<file path="config.mk">
export PLATFORM = sky130hd
export DESIGN_NAME = dmem_arbiter
export DESIGN_NICKNAME = d
export VERILOG_FILES = /design/src/rtl/dmem_arbiter_pkg.sv /design/src/rtl/dmem_arbiter_starve_counter.sv /design/src/rtl/dmem_arbiter.sv
export SDC_FILE = /design/constraint.sdc
export NUM_CORES = 1
export LEC_CHECK = 0
export CAP_MARGIN = 20
export CORE_AREA = 3 3 116 118
export CTS_CLUSTER_DIAMETER = 50
export DETAILED_ROUTE_END_ITERATION = 6
export DIE_AREA = 0 0 119 121
export DONT_BUFFER_PORTS = 1
export PLACE_DENSITY_LB_ADDON = 0.3
export SYNTH_ARGS = -nofsm -noshare
export SYNTH_HDL_FRONTEND = slang
export SYNTH_SLANG_ARGS = --single-unit
</file>
<file path="constraint.sdc">
create_clock -name clk -period 4.6 [get_ports clk]
set_clock_uncertainty 0.1 [all_clocks]
set_input_delay 0.92 -clock clk [delete_from_list [all_inputs] [get_ports clk]]
set_output_delay 0.92 -clock clk [all_outputs]
set_load 0.005 [all_outputs]
</file>
<file path="src/rtl/dmem_arbiter_pkg.sv">
// Shared types and defaults for the data-memory arbiter.
package dmem_arbiter_pkg;

    typedef enum logic {
        IDLE  = 1'b0,
        STALL = 1'b1
    } arb_state_e;

    localparam int DEF_ADDR_W       = 32;
    localparam int DEF_DATA_W       = 32;
    localparam int DEF_STARVE_LIMIT = 4;
    localparam int DEF_CNT_W        = 4;

    // One memory access as seen on the DMEM bus; used for both requesters.
    typedef struct packed {
        logic                  we;
        logic                  re;
        logic [DEF_ADDR_W-1:0] addr;
        logic [DEF_DATA_W-1:0] wdata;
    } mem_req_t;

    // Same address/data, both enables cleared.
    function automatic mem_req_t req_quiet(mem_req_t r);
        mem_req_t q;
        q    = r;
        q.we = 1'b0;
        q.re = 1'b0;
        return q;
    endfunction

endpackage

</file>
<file path="src/rtl/dmem_arbiter_starve_counter.sv">
// Counts consecutive denied DMA cycles and flags the cycle that must
// schedule a forced core stall. The counter clears itself on that cycle.
module starve_counter
    import dmem_arbiter_pkg::*;
#(
    parameter int STARVE_LIMIT = DEF_STARVE_LIMIT,
    parameter int CNT_W        = DEF_CNT_W
) (
    input  logic clk,
    input  logic rst,
    input  logic denied,
    output logic stall_trig
);

    localparam logic [CNT_W-1:0] LAST = CNT_W'(STARVE_LIMIT - 1);

    logic [CNT_W-1:0] starve_cnt;

    assign stall_trig = denied & (starve_cnt == LAST);

    // Any non-denied cycle or a trigger restarts the count.
    always_ff @(posedge clk) begin
        if (rst || !denied || stall_trig) begin
            starve_cnt <= '0;
        end else begin
            starve_cnt <= starve_cnt + 1'b1;
        end
    end

endmodule

</file>
<file path="src/rtl/dmem_arbiter.sv">
// Single-port DMEM arbiter: the core has fixed priority, the DMA port is
// served on idle core cycles or during a forced one-cycle core stall after
// STARVE_LIMIT consecutive denials.
module dmem_arbiter
    import dmem_arbiter_pkg::*;
#(
    parameter int ADDR_W       = DEF_ADDR_W,
    parameter int DATA_W       = DEF_DATA_W,
    parameter int STARVE_LIMIT = DEF_STARVE_LIMIT,
    parameter int CNT_W        = DEF_CNT_W
) (
    input  logic              clk,
    input  logic              rst,
    input  logic              core_read_en,
    input  logic              core_write_en,
    input  logic [ADDR_W-1:0] core_addr,
    input  logic [DATA_W-1:0] core_wdata,
    output logic [DATA_W-1:0] core_rdata,
    output logic              core_stall,
    input  logic              dma_req_valid,
    output logic              dma_req_ready,
    input  logic              dma_req_we,
    input  logic [ADDR_W-1:0] dma_req_addr,
    input  logic [DATA_W-1:0] dma_req_wdata,
    output logic              dma_rsp_valid,
    output logic [DATA_W-1:0] dma_rsp_rdata,
    output logic [ADDR_W-1:0] mem_addr,
    output logic [DATA_W-1:0] mem_wdata,
    output logic              mem_write_en,
    output logic              mem_read_en,
    input  logic [DATA_W-1:0] mem_rdata
);

    arb_state_e state, state_nxt;
    mem_req_t   core_req, dma_req, bus_req;
    logic       core_active;
    logic       grant;
    logic       denied;
    logic       stall_trig;

    assign core_active = core_read_en | core_write_en;
    assign core_rdata  = mem_rdata;
    assign core_stall  = (state == STALL);

    assign core_req = '{we: core_write_en, re: core_read_en,
                        addr: core_addr, wdata: core_wdata};
    assign dma_req  = '{we: dma_req_valid & dma_req_we,
                        re: dma_req_valid & ~dma_req_we,
                        addr: dma_req_addr, wdata: dma_req_wdata};

    assign mem_addr     = bus_req.addr;
    assign mem_wdata    = bus_req.wdata;
    assign mem_write_en = bus_req.we;
    assign mem_read_en  = bus_req.re;

    assign grant  = dma_req_valid & dma_req_ready;
    assign denied = dma_req_valid & ~dma_req_ready & (state == IDLE);

    starve_counter #(
        .STARVE_LIMIT (STARVE_LIMIT),
        .CNT_W        (CNT_W)
    ) u_starve (
        .clk        (clk),
        .rst        (rst),
        .denied     (denied),
        .stall_trig (stall_trig)
    );

    // State register; reset drops any scheduled stall.
    always_ff @(posedge clk) begin
        if (rst) begin
            state <= IDLE;
        end else begin
            state <= state_nxt;
        end
    end

    // Bus mux, DMA grant and next state. During reset nothing is granted
    // and DMEM sees no enables, so an in-flight DMA access never lands.
    always_comb begin
        state_nxt     = state;
        dma_req_ready = 1'b0;
        bus_req       = req_quiet(core_req);
        case (state)
            IDLE: begin
                dma_req_ready = ~core_active;
                if (core_active) begin
                    bus_req = core_req;
                end else if (dma_req_valid) begin
                    bus_req = dma_req;
                end
                if (stall_trig) begin
                    state_nxt = STALL;
                end
            end
            STALL: begin
                dma_req_ready = 1'b1;
                bus_req       = dma_req;
                state_nxt     = IDLE;
            end
            default: state_nxt = IDLE;
        endcase
        if (rst) begin
            dma_req_ready = 1'b0;
            bus_req       = req_quiet(bus_req);
        end
    end

    // Response one cycle behind the grant; read data captured at the grant edge.
    always_ff @(posedge clk) begin
        if (rst) begin
            dma_rsp_valid <= 1'b0;
            dma_rsp_rdata <= '0;
        end else begin
            dma_rsp_valid <= grant;
            if (grant) begin
                dma_rsp_rdata <= dma_req_we ? '0 : mem_rdata;
            end
        end
    end

endmodule

</file>
==> impl_results.html <==
<table>
<tr><th>Metric</th><th>Value</th></tr>
<tr><th colspan="2">GRT</th></tr>
<tr><td>First-pass GRT wire length</td><td>11.2 mm</td></tr>
<tr><td>Initial antenna violation count</td><td>2</td></tr>
<tr><td>Largest net degree at the start of global routing</td><td>48</td></tr>
<tr><td>Congestion Overflow GR</td><td>0</td></tr>
<tr><td>Overall routing resource usage</td><td>10.4%</td></tr>
<tr><td>Via count of the first global-routing pass</td><td>1643</td></tr>
<tr><th colspan="2">Drt</th></tr>
<tr><td>Highest signal layer in the routed design</td><td>met5</td></tr>
<tr><td>Wire length the detailed router placed on met1</td><td>2.85 mm</td></tr>
<tr><td>Residual antenna-violating net count after detailed routing</td><td>0</td></tr>
<tr><td>Total via count after detailed routing</td><td>1549</td></tr>
<tr><td>Drt pass-1 iters</td><td>4</td></tr>
<tr><td>WL/cell</td><td>23.5 um</td></tr>
<tr><td>Total DRC errors in the routed layout</td><td>0</td></tr>
<tr><td>Per-cell via count in the routed design</td><td>4.45</td></tr>
<tr><td>Routed wl met2</td><td>3.99 mm</td></tr>
<tr><td>Number of design-rule violations left by the first detailed-router iteration</td><td>36</td></tr>
<tr><td>Detail Route met3 WL</td><td>1.21 mm</td></tr>
<tr><td>Wirelength, routed</td><td>8.16 mm</td></tr>
<tr><th colspan="2">Layout</th></tr>
<tr><td>Fill cells</td><td>1378</td></tr>
<tr><td>NumNets Final</td><td>342</td></tr>
<tr><td>Area growth from synthesis to layout</td><td>3.55%</td></tr>
<tr><td>Commonest cells after routing, fill and taps aside</td><td>mux2_2 (60), dfxtp_1 (38), a22o_1 (31)</td></tr>
<tr><td>Layout cell share with drive strength beyond 1</td><td>42.6%</td></tr>
<tr><td>Sequential cell area in the final layout</td><td>761 um2</td></tr>
<tr><td>Leading cell type in the layout, fill and taps excluded</td><td>mux2_2</td></tr>
<tr><td># diodes</td><td>0</td></tr>
<tr><td>Total area of multi-input combinational cells</td><td>1200 um2</td></tr>
<tr><th colspan="2">Die</th></tr>
<tr><td>Starting density of the core</td><td>18.2%</td></tr>
<tr><td>Width of the chip</td><td>119 um</td></tr>
<tr><td>I/O Pins</td><td>299</td></tr>
<tr><td>Height of the chip</td><td>121 um</td></tr>
<tr><td>Placeable core area</td><td>12600 um2</td></tr>
<tr><td>Die area</td><td>14400 um2</td></tr>
<tr><td>Number of placement rows</td><td>41</td></tr>
<tr><th colspan="2">Worst setup path</th></tr>
<tr><td>Crit path launch</td><td>core_write_en</td></tr>
<tr><td>WS Path Type</td><td>in -&gt; out</td></tr>
<tr><td>Slack of the worst reg-to-reg path</td><td>2.98 ns</td></tr>
<tr><td>Endpoint of the worst-slack reg-to-reg timing path</td><td>dma_rsp_rdata[26]</td></tr>
<tr><td>End of the critical path</td><td>mem_wdata[4]</td></tr>
<tr><td>Number of cells on the worst reg-to-reg path</td><td>4</td></tr>
<tr><td>Endpoint class of the critical path</td><td>output port</td></tr>
<tr><td>Critical path required time</td><td>3.58 ns</td></tr>
<tr><td>Reg2Reg Launch Point</td><td>core_stall</td></tr>
<tr><td>Data arrival time at the worst-slack endpoint</td><td>2.24 ns</td></tr>
<tr><td>Top fanout value on the critical path</td><td>47</td></tr>
<tr><td>Startpoint types</td><td>input pin</td></tr>
<tr><th colspan="2">Timing</th></tr>
<tr><td>Hold_ws</td><td>0.370 ns</td></tr>
<tr><td>Worst slew margin</td><td>60.2%</td></tr>
<tr><td>TNS Setup</td><td>0 ns</td></tr>
<tr><td>Highest clock rate</td><td>306 MHz</td></tr>
<tr><td>Count of final max-slew check failures</td><td>0</td></tr>
<tr><td>Final Cycle Share</td><td>71.0%</td></tr>
<tr><td>Number of failing setup endpoints in the final timing report</td><td>0</td></tr>
<tr><td>Final Critical Period</td><td>3.26 ns</td></tr>
<tr><td>Smallest setup slack after layout</td><td>1.34 ns</td></tr>
<tr><td>Unrepaired setup endpoints after global routing</td><td>no</td></tr>
<tr><td>Pin slew with the least headroom to its limit</td><td>0.595 ns</td></tr>
<tr><td>Final hold violation count</td><td>0</td></tr>
<tr><th colspan="2">Synthesis</th></tr>
<tr><td>Syn nets</td><td>376</td></tr>
<tr><td>Instance count of the mapped netlist</td><td>209</td></tr>
<tr><td>Syn avg cell area</td><td>11.0 um2</td></tr>
<tr><td>Yosys top cell area share</td><td>33.2%</td></tr>
<tr><td>Fraction of registers with async set/reset</td><td>0%</td></tr>
<tr><td>Number of enable-type register cells in the synthesized netlist</td><td>0</td></tr>
<tr><td>Combined area of all synthesized cells</td><td>2290 um2</td></tr>
<tr><td>Top cells by area, synth</td><td>dfxtp_1 (33%), mux2_2 (29%), buf_4 (12%), a22o_1 (12%), mux2_1 (2.5%)</td></tr>
<tr><td>Distinct cells, synth</td><td>25</td></tr>
<tr><td>Fraction of the yosys area taken by sequential cells</td><td>33.2%</td></tr>
<tr><td>Cell taking the most area after synthesis</td><td>dfxtp_1</td></tr>
<tr><td>Ys flop type</td><td>dfxtp_1</td></tr>
<tr><td>Post-synthesis register bit count</td><td>38</td></tr>
<tr><td>Synthesis Warnings</td><td>0</td></tr>
<tr><th colspan="2">Clocking</th></tr>
<tr><td>Setup repair bufs after CTS</td><td>0</td></tr>
<tr><td>Post-CTS resize count</td><td>0</td></tr>
<tr><td>Clock root cell</td><td>clkbuf_16</td></tr>
<tr><td>Clock input transition at the sequential cells of the worst setup and hold paths</td><td>0.06 ns</td></tr>
<tr><td>Depth of the CTS H-tree</td><td>2</td></tr>
<tr><td>Number of buffers created by CTS</td><td>5</td></tr>
<tr><td>Number of clock sinks seen by CTS</td><td>38</td></tr>
<tr><td>Clk Latency, worst-skew pair</td><td>0.28 ns</td></tr>
<tr><td>Hold-fix buffers at CTS</td><td>0</td></tr>
<tr><td>Largest buffer count on any clock path</td><td>2</td></tr>
<tr><td>Clock tree from TritonCTS</td><td>yes</td></tr>
<tr><th colspan="2">Place</th></tr>
<tr><td>Placer's final routability congestion estimate</td><td>0.896</td></tr>
<tr><td>Post-Place Worst Slack</td><td>1.33 ns</td></tr>
<tr><td>Port-buffer cells</td><td>0</td></tr>
<tr><td>DPL Wire Length</td><td>7.08 mm</td></tr>
<tr><th colspan="2">Outcome</th></tr>
<tr><td>Run status</td><td>complete, no violations</td></tr>
<tr><th colspan="2">Hold path</th></tr>
<tr><td>Path type of the worst min-delay path</td><td>reg -&gt; reg</td></tr>
<tr><th colspan="2">Flow run</th></tr>
<tr><td>Number of max-cap violations</td><td>0</td></tr>
<tr><th colspan="2">Power and ir drop</th></tr>
<tr><td>Power per unit of standard cell area</td><td>326 nW/um2</td></tr>
<tr><td>Leakage</td><td>0.846 nW</td></tr>
<tr><td>Max rail drop VDD</td><td>0.107 mV</td></tr>
</table>
==> power breakdown <==
| group | total [mW] | switching [mW] | internal [mW] |
|---|---|---|---|
| Combinational | 0.0985 | 0.0522 | 0.0463 |
| Clock | 0.335 | 0.121 | 0.214 |
| Sequential | 0.341 | 0.00517 | 0.336 |
==> worst min-delay path by stage <==
stage	start	to	slack, ns	depth (start not counted)
CTS	u_starve.starve_cnt[0]	u_starve.starve_cnt[0]	0.37	1
global route	u_starve.starve_cnt[0]	u_starve.starve_cnt[0]	0.38	1
finish	u_starve.starve_cnt[0]	u_starve.starve_cnt[0]	0.37	1
floorplan	u_starve.starve_cnt[0]	u_starve.starve_cnt[0]	0.33	1
global placement	u_starve.starve_cnt[0]	u_starve.starve_cnt[0]	0.34	1
detailed placement	u_starve.starve_cnt[0]	u_starve.starve_cnt[0]	0.36	1
==> cell usage after synthesis (all sizes together), types with 2 or more instances <==
library cell,n
a22o,31
mux2,65
nor2,7
a21oi,5
dfxtp,38
nand3,2
buf,44
nand2,2
nand2b,3
==> kinds of logic (layout without fill, tap and decap cells) <==
family	after synthesis	count (layout)	synth area share, %
compound gates	39	39	14.4
xor+xnor	1	1	0.382
fa+ha+maj	1	1	0.545
buf+inv	45	12	14.7
flops	38	38	33.2
mux	65	65	31.9
simple gates	20	20	4.86
==> metal layers <==
| metal | track usage (%) | up-vias |
|---|---|---|
| met5 | 0 | - |
| met4 | 2.75 | 4 |
| met3 | 7.04 | 12 |
| met2 | 16.9 | 136 |
| met1 | 11.1 | 734 |
| li1 | - | 663 |
==> registers in the layout, indices dropped and copies added, names as in the netlist <==
name and flops:
u_starve.starve_cnt 4, dma_rsp_valid 1, dma_rsp_rdata 32, core_stall 1
==> worst max-delay path, stage by stage <==
cell and delay [ns]:
nor2_1 0.05, a21oi_4 0.51, buf_12 0.33, mux2_2 0.42
==> stage by stage <==
stage | area [um2] | cells | util (%) | power, mW
floorplan | 2290 | 209 | - | 0.448
global placement | 2210 | 339 | 17.6 | 0.447
detailed placement | 2230 | 340 | 17.7 | 0.447
CTS | 2370 | 348 | 18.9 | 0.791
finish | 2370 | 348 | 18.9 | 0.775
global route | 2370 | 348 | 18.9 | 0.815
==> cell type report <==
class / instances / area share [%]
Clock buffer: 7 / 6.01
Clock inverter: 1 / 0.211
Inverter: 1 / 0.158
Multi-Input combinational cell: 126 / 50.7
Sequential cell: 38 / 32.0
Tap cell: 172 / 9.06
Timing Repair Buffer: 3 / 1.79
Note: power is estimated with default switching activity, not from simulation.
